===== src/rtl/clock24_pkg.sv =====
// Shared definitions for the 24-hour clock family controllers.
// Provides the FSM state encoding and the counter width helper.
package clock24_pkg;

   localparam int STATE_W = 2;

   // One-hot encoding, so that an all-zero or all-one register is detectably illegal.
   typedef enum logic [STATE_W-1:0] {
      NORM = 2'b01,
      ADJ  = 2'b10
   } state_t;

   function automatic int cnt_width(input int max_val);
      return (max_val < 1) ? 1 : $clog2(max_val + 1);
   endfunction

endpackage


===== src/rtl/repeat_timer.sv =====
// Auto-repeat timer for the ADJUST button: a down-counter that fires once
// REPEAT_DLY cycles after arming, then every REPEAT_PER cycles (REPEAT_DLY >= 2).
module repeat_timer
   import clock24_pkg::*;
#(
   parameter int REPEAT_DLY = 8,
   parameter int REPEAT_PER = 4
) (
   input  logic clk,
   input  logic rst,
   input  logic arm,
   input  logic disarm,
   output logic fire,
   output logic armed
);

   localparam int CNT_MAX = (REPEAT_DLY > REPEAT_PER) ? REPEAT_DLY : REPEAT_PER;
   localparam int CNT_W   = cnt_width(CNT_MAX);

   logic [CNT_W-1:0] cnt;

   // Terminal count is 1 so that fire, being registered, lands on the exact cycle.
   always_ff @(posedge clk or posedge rst) begin
      if (rst) begin
         armed <= 1'b0;
         fire  <= 1'b0;
         cnt   <= '0;
      end else begin
         fire <= 1'b0;
         if (disarm) begin
            armed <= 1'b0;
            cnt   <= '0;
         end else if (arm) begin
            armed <= 1'b1;
            cnt   <= CNT_W'(REPEAT_DLY - 1);
         end else if (armed) begin
            if (cnt == CNT_W'(1)) begin
               fire <= 1'b1;
               cnt  <= CNT_W'(REPEAT_PER);
            end else begin
               cnt <= cnt - 1'b1;
            end
         end
      end
   end

endmodule


===== src/rtl/clock_adjust_fsm.sv =====
// Time-setting controller: normal/adjust mode, field select, clear/increment strobes.
// Define AUTOREPEAT_EN to build the ADJUST auto-repeat timer.
//
//   state | meaning
//   NORM  | clock running, all fields displayed, buttons other than MODE ignored
//   ADJ   | field SEL selected for setting and blinking
module clock_adjust_fsm
   import clock24_pkg::*;
#(
   parameter int                NFIELD     = 3,
   parameter logic [NFIELD-1:0] CLRMASK    = NFIELD'(1),
   parameter int                TIMEOUT    = 0,
   parameter int                REPEAT_DLY = 8,
   parameter int                REPEAT_PER = 4
) (
   input  logic                      CLK,
   input  logic                      RST,
   input  logic                      SIG2HZ,
   input  logic                      MODE,
   input  logic                      SELECT,
   input  logic                      ADJUST,
   input  logic                      ADJLVL,
   output logic [NFIELD-1:0]         INC,
   output logic [NFIELD-1:0]         CLR,
   output logic [NFIELD-1:0]         ON,
   output logic [$clog2(NFIELD)-1:0] SEL,
   output logic                      ADJACT
);

   localparam int SEL_W  = $clog2(NFIELD);
   localparam int IDLE_W = cnt_width(TIMEOUT);

   state_t            state, state_nxt;
   logic [SEL_W-1:0]  sel, sel_nxt;
   logic [IDLE_W-1:0] idle_cnt;
   logic [NFIELD-1:0] sel_hot;
   logic              in_adj, active, timeout_hit;
   logic              rpt, rpt_armed, strobe, clr_sel;

   assign in_adj      = (state == ADJ);
   assign active      = MODE | SELECT | ADJUST | ADJLVL;
   assign timeout_hit = (TIMEOUT > 0) && in_adj && !active &&
                        (idle_cnt == IDLE_W'(TIMEOUT - 1));

   always_comb begin
      state_nxt = state;
      sel_nxt   = sel;
      case (state)
         NORM: begin
            if (MODE) begin
               state_nxt = ADJ;
               sel_nxt   = '0;
            end
         end
         ADJ: begin
            if (MODE)
               state_nxt = NORM;
            else if (SELECT)
               sel_nxt = (sel == '0) ? SEL_W'(NFIELD - 1) : sel - 1'b1;
            else if (timeout_hit)
               state_nxt = NORM;
         end
         default: state_nxt = NORM;
      endcase
   end

   // Idle counter saturates at TIMEOUT and is held at zero outside adjust mode.
   always_ff @(posedge CLK or posedge RST) begin
      if (RST) begin
         state    <= NORM;
         sel      <= '0;
         idle_cnt <= '0;
      end else begin
         state <= state_nxt;
         sel   <= sel_nxt;
         if (!in_adj || active)
            idle_cnt <= '0;
         else if (idle_cnt != IDLE_W'(TIMEOUT))
            idle_cnt <= idle_cnt + 1'b1;
      end
   end

`ifdef AUTOREPEAT_EN
   repeat_timer #(
      .REPEAT_DLY(REPEAT_DLY),
      .REPEAT_PER(REPEAT_PER)
   ) u_repeat_timer (
      .clk   (CLK),
      .rst   (RST),
      .arm   (in_adj & ADJUST),
      .disarm(~ADJLVL | MODE | SELECT | timeout_hit | ~in_adj),
      .fire  (rpt),
      .armed (rpt_armed)
   );
`else
   logic unused_repeat_cfg;
   assign unused_repeat_cfg = (REPEAT_DLY > REPEAT_PER);
   assign rpt       = 1'b0;
   assign rpt_armed = 1'b0;
`endif

   always_comb begin
      sel_hot = '0;
      for (int i = 0; i < NFIELD; i++)
         sel_hot[i] = (sel == SEL_W'(i));
   end

   // A manual ADJUST and a repeat fire in the same cycle merge into one strobe.
   assign clr_sel = |(sel_hot & CLRMASK);
   assign strobe  = in_adj & ~MODE & ~SELECT & (ADJUST | rpt);
   assign CLR     = (strobe &  clr_sel) ? sel_hot : '0;
   assign INC     = (strobe & ~clr_sel) ? sel_hot : '0;
   assign ON      = ~(sel_hot & {NFIELD{in_adj & SIG2HZ & ~rpt_armed}});
   assign SEL     = sel;
   assign ADJACT  = in_adj;

endmodule


===== config.mk =====
export PLATFORM = sky130hd
export DESIGN_NAME = clock_adjust_fsm
export DESIGN_NICKNAME = d
export VERILOG_FILES = /design/src/rtl/clock24_pkg.sv /design/src/rtl/repeat_timer.sv /design/src/rtl/clock_adjust_fsm.sv
export SDC_FILE = /design/constraint.sdc
export NUM_CORES = 1
export LEC_CHECK = 0
export CORE_AREA = 2 2 39 41
export CTS_CLUSTER_SIZE = 30
export DETAILED_ROUTE_END_ITERATION = 16
export DIE_AREA = 0 0 41 43
export GPL_TIMING_DRIVEN = 0
export MAX_ROUTING_LAYER = met4
export SLEW_MARGIN = 20
export SYNTH_ARGS = -nofsm -noshare
export SYNTH_HDL_FRONTEND = slang
export SYNTH_HIERARCHICAL = 1
export SYNTH_SLANG_ARGS = --single-unit

===== constraint.sdc =====
create_clock -name CLK -period 1.45 [get_ports CLK]
set_clock_uncertainty 0.1 [all_clocks]
set_input_delay 0.2175 -clock CLK [delete_from_list [all_inputs] [get_ports CLK]]
set_output_delay 0.2175 -clock CLK [all_outputs]
set_load 0.1 [all_outputs]

==> metrics.txt, run 1 <==
Post-Syn Instances=39; CP peak stage delay=0.49 ns; outcome=finished, violations left; area of the multi-input gates=272 sq um; crit end category=output port; fin crit share=1.24; Comb pwr share=0.473; Finished Cell Area=759 sq um; CTS H-tree depth=1; Tmin final=1.81 ns; Final nets=79; sequential cell area=109 sq um; #FFs+latches synth=4; # rows=14; vias=372; P_leak=0.304 nW; count of final setup violators=8; vias in the first global route=366; largest net degree at the start of global routing=7; Clock power frac=0.247; Starting Density=0.240; Post-route DRC=0; fillers=132; WL final=837 microns; CTS sink cnt=4; Bufs on Longest Clock Path=2; CTS Buf Count=3; unrepaired setup endpoints after global routing=yes; slowest cell on the critical path=dfrtp_4; chip height=43 microns; routability cong.=0.700; Sw Share=0.411; die footprint=1760 sq um; Syn Nets=50; clk_lat worst skew=0.23 ns; worst reg2reg startpoint=SEL[1]$_DFFE_PP0P_; # diodes=0; worst setup margin=-0.355 ns; Pre-Repair DR Iteration Count=3; Layout area overhead=129%; VDD IR-drop max=488 uV; critical path launch point type=register; commonest non-fill, non-tap cells in the layout=10 x buf_4, 7 x buf_12, 4 x inv_1, 4 x a21oi_1, 4 x clkdlybuf4s50_1; post-synthesis sequential area ratio=0.306; Placed Instance Area=596 sq um; PortBufs=16; leading cell type in the layout, fill and taps excluded=buf_4; reg-to-reg slack, setup=0.14 ns; CP max FO=3; CP Cell Sequence=inv_4, ha_4, nand4b_1, buf_6, nor2_4, buf_12; CTS Root Cell=clkbuf_4; initial drt markers=6; failing checks=setup timing; Hold Crit Class=primary input to asynchronous set/reset pin; Post-Synthesis Cell Area=332 sq um; Ys Warns=6; width of the die=41 microns; Max Fclk=554 MHz; crit-path leading delay family=flip-flops; setup TNS after final layout=-2.36 ns; Layout Cells excl Fill=83; Syn Area/Cell=8.50 sq um; switching power=0.245 mW; Final Hold Fails=0; ANT nets after route=0; maxcap violations=0; core area=1380 sq um; Detail Placement HPWL=604 microns; CP arrival=1.49 ns; share of cells above drive strength 1=0.582; pwr/cell area=785 nW/um^2; grt total ovfl=0; All-Layer GR Usage=0.116; first-pass GRT wire length=1370 microns; drt wl/cell=10.1 microns; post-synth cell types=17; io pins=19; DP Cell Count=71; sequential power share=0.280; antenna violations before repair=0; Buf+Inv Stages, Crit Path=3; Vias/cell=4.48; Internal=0.351 mW; clock-pin slew on the worst setup and hold paths=0.04 ns; CP Class=register to output port; Worst Setup SP=SEL[1]$_DFFE_PP0P_; Worst EP required=1.13 ns; CTS tree=yes; total chip power=0.596 mW; Pins Over Slew Limit=0; WHS=0.0562 ns
[flip-flops by register name (all words and copies together), names as in the netlist]
signal and count:
SEL 2, state 2
[worst paths after layout]
path | endpoint | cells after the start
max | CLR[2] | 6
min | SEL[1]$_DFFE_PP0P_ | 2
max reg2reg | SEL[0]$_DFFE_PP0P_ | 5
min reg2reg | state[0]$_DFFE_PP1P_ | 2
max in group asynchronous | state[0]$_DFFE_PP1P_ | 2
min in group CLK | state[0]$_DFFE_PP1P_ | 4
[final cells by class]
cell class / count / share of cell area
sequential: 4 / 0.143
inverter: 7 / 0.0461
multi-input combinational: 27 / 0.357
clock buffer: 4 / 0.0346
tap: 16 / 0.0264
buffer: 1 / 0.00988
timing repair buffer: 24 / 0.382
[worst register-to-register path: stages (launching register included)]
cell and delay, ns:
dfrtp_4 0.49, buf_4 0.15, buf_4 0.13, ha_1 0.17
inv_1 0.05, a311oi_1 0.08
[per-layer routing]
layer	vias to the layer above	global-route usage	part of all wire
li1	183	-	-
met1	169	0.114	0.36
met2	18	0.194	0.54
met3	2	0.0105	0.080
met4	0	0.0867	0.018
met5	-	-	0
[synthesized netlist by cell type (all sizes together)]
library cell  instances  area share
inv                   7       0.079
nor2                  5       0.057
a21oi                 4       0.060
ha                    4        0.15
dfrtp                 3        0.23
nand3                 3       0.045
a311oi                2       0.053
and2                  2       0.038
and4bb                1       0.038
buf                   1       0.023
conb                  1       0.011
dfstp                 1       0.079
nand2                 1       0.011
nand4b                1       0.026
nor2b                 1       0.026
nor3b                 1       0.057
or2                   1       0.019
[per-stage QoR]
stage / setup WS [ns] / util
floorplan: -0.593 / -
global placement: -1.54 / 0.430
detailed placement: -1.53 / 0.430
CTS: -0.361 / 0.535
global route: -0.416 / 0.549
finish: -0.355 / 0.549
[timing repair]
item / CTS / global route
pin swaps: 4 / 0
gates cloned: 0 / 0
hold buffers: 0 / 0
gates resized for setup: 90 / 2
setup buffers: 7 / 1
endpoints found under the setup margin: 11 / 9
[logic make-up (layout without fill, tap and decap cells)]
family,Yosys count,after routing,share of synthesized area
AOI/OAI and AO/OA,6,6,0.113
other,1,1,0.0113
adders and majority gates,4,4,0.151
DFF,4,4,0.306
and+or+nand+nor,16,16,0.317
buffers and inverters,8,36,0.102
[power groups by stage]
stage	registers [mW]	logic, mW	clock network (mW)
2_1_floorplan	0.194	0.156	0
3_3_place_gp	0.170	0.237	0
3_5_place_dp	0.171	0.239	0
4_1_cts	0.167	0.270	0.157
5_1_grt	0.170	0.300	0.161
6_report	0.167	0.282	0.147
(Power assumes the default switching activity.)
==> inputs of run 2 (changes only) <==
--- a/config.mk
+++ b/config.mk
@@ -6,12 +6,13 @@
 export NUM_CORES = 1
 export LEC_CHECK = 0
 export CORE_AREA = 2 2 39 41
+export CTS_BUF_LIST = sky130_fd_sc_hd__clkbuf_4
 export CTS_CLUSTER_SIZE = 30
 export DETAILED_ROUTE_END_ITERATION = 16
 export DIE_AREA = 0 0 41 43
 export GPL_TIMING_DRIVEN = 0
 export MAX_ROUTING_LAYER = met4
-export SLEW_MARGIN = 20
+export SLEW_MARGIN = 0
 export SYNTH_ARGS = -nofsm -noshare
 export SYNTH_HDL_FRONTEND = slang
 export SYNTH_HIERARCHICAL = 1
==> run 2 against run 1 <==
Effect of this change: the run still ends with setup timing left; total power grew 4.5%; global-route usage grew 0.31 points; largest cell class unchanged; combinational power grew 2%; sequential cell count is the same; register-to-register slack lost 0.02 ns; fmax shrank 0.29%; setup slack lost 0.0053 ns; sequential share of layout area shrank 0.26 points; first-iteration DRC count is the same; routed wire length grew 1.2%; cell area grew 1.8%; core utilization grew 0.99 points.
==> metrics.txt, run 2 (synthesized netlist as in run 1, its figures left out) <==
fillers=131; initial drt markers=6; ANT nets after route=0; # diodes=0; CP Cell Sequence=inv_4, ha_4, nand4b_1, buf_6, nor2_4, buf_12; worst setup margin=-0.360 ns; width of the die=41 microns; fin crit share=1.25; Post-route DRC=0; CP peak stage delay=0.49 ns; # rows=14; vias in the first global route=368; Comb pwr share=0.462; outcome=finished, violations left; sequential power share=0.267; Worst Setup SP=SEL[0]$_DFFE_PP0P_; largest net degree at the start of global routing=7; slowest cell on the critical path=dfrtp_4; switching power=0.251 mW; Vias/cell=4.55; Bufs on Longest Clock Path=2; sequential cell area=109 sq um; CTS tree=yes; Layout area overhead=133%; Layout Cells excl Fill=83; share of cells above drive strength 1=0.612; die footprint=1760 sq um; Final nets=79; Internal=0.372 mW; Starting Density=0.240; Hold Crit Class=primary input to asynchronous set/reset pin; Final Util=0.559; commonest non-fill, non-tap cells in the layout=9 x buf_4, 7 x buf_12; WL final=847 microns; crit-path leading delay family=flip-flops; chip height=43 microns; CP max FO=4; Pins Over Slew Limit=0; hold_buf cts=0; unrepaired setup endpoints after global routing=yes; PortBufs=16; worst reg2reg path endpoint=SEL[0]$_DFFE_PP0P_; CP arrival=1.49 ns; critical path launch point type=register; pwr/cell area=806 nW/um^2; count of final setup violators=8; CTS sink cnt=4; Max Fclk=552 MHz; VDD IR-drop max=488 uV; core area=1380 sq um; drt wl/cell=10.2 microns; Detail Placement HPWL=604 microns; clock-pin slew on the worst setup and hold paths=0.04 ns; Sw Share=0.402; DP Cell Count=71; Clock power frac=0.271; leading cell type in the layout, fill and taps excluded=buf_4; vias=378; CTS H-tree depth=1; CTS Buf Count=3; area of the multi-input gates=278 sq um; maxcap violations=0; Worst EP required=1.13 ns; grt total ovfl=0; crit end category=output port; Tmin final=1.81 ns; antenna violations before repair=0; CP Depth=6; crit path to=CLR[2]; CP Class=register to output port; Buf+Inv Stages, Crit Path=3; All-Layer GR Usage=0.119; failing checks=setup timing; Pre-Repair DR Iteration Count=3; P_leak=0.309 nW; Final Hold Fails=0; reg-to-reg slack, setup=0.12 ns; first-pass GRT wire length=1380 microns; worst reg2reg startpoint=SEL[1]$_DFFE_PP0P_; io pins=19; clk_lat worst skew=0.24 ns; CTS Root Cell=clkbuf_4; reg2reg path depth=5; routability cong.=0.700
-- run 2: cell counts in the layout (fill, tap and decap cells not counted) --
No cell type changed its count.
-- run 2: layer usage --
layer  vias to the layer above  part of all wire  global-route usage  routed length, microns
li1                        183                 -                   -                       -
met1                       171              0.35               0.114                     295
met2                        20              0.53               0.194                     450
met3                         4             0.083              0.0105                      70
met4                         0             0.035               0.107                      30
met5                         -                 0                   -                       0
-- run 2: worst min-delay path by stage --
stage / end / slack (ns) / cells past startpoint
3_3_place_gp: SEL[1]$_DFFE_PP0P_ / 0.30 / 2
2_1_floorplan: state[1]$_DFFE_PP0P_ / -0.12 / 1
6_report: SEL[1]$_DFFE_PP0P_ / 0.05 / 2
5_1_grt: SEL[1]$_DFFE_PP0P_ / 0.08 / 2
3_5_place_dp: SEL[1]$_DFFE_PP0P_ / 0.31 / 2
4_1_cts: SEL[1]$_DFFE_PP0P_ / 0.05 / 2
-- run 2: layout make-up --
cell class	instances	area share
clock buffer	4	0.0388
buffer	1	0.00971
sequential	4	0.141
timing repair buffer	24	0.380
tap	16	0.0259
multi-input combinational	27	0.359
inverter	7	0.0453
-- run 2: power groups by stage --
| stage | Combinational [mW] | Clock, mW | Sequential, mW |
|---|---|---|---|
| after floorplan | 0.156 | 0 | 0.194 |
| after detailed placement | 0.239 | 0 | 0.171 |
| final | 0.288 | 0.169 | 0.166 |
| after global routing | 0.306 | 0.182 | 0.170 |
| after CTS | 0.270 | 0.177 | 0.167 |
| after global placement | 0.237 | 0 | 0.170 |
-- run 2: metrics by stage --
step           instance area [sq um]  TNS (ns)  setup WS, ns  hold slack [ns]  total power, mW
5_1_grt                          773     -2.79        -0.420           0.0842            0.658
4_1_cts                          744     -2.45        -0.363           0.0483            0.614
3_3_place_gp                     596    -11.46         -1.54            0.302            0.406
3_5_place_dp                     596    -11.43         -1.53            0.307            0.410
6_report                         773     -2.40        -0.360           0.0520            0.623
2_1_floorplan                    415     -3.32        -0.593           -0.117            0.350
-- run 2: timing repair --
item,CTS,global route
pin swaps,4,0
gates resized for setup,90,4
endpoints found under the setup margin,11,10
buffers inserted,7,1
cloned,0,0
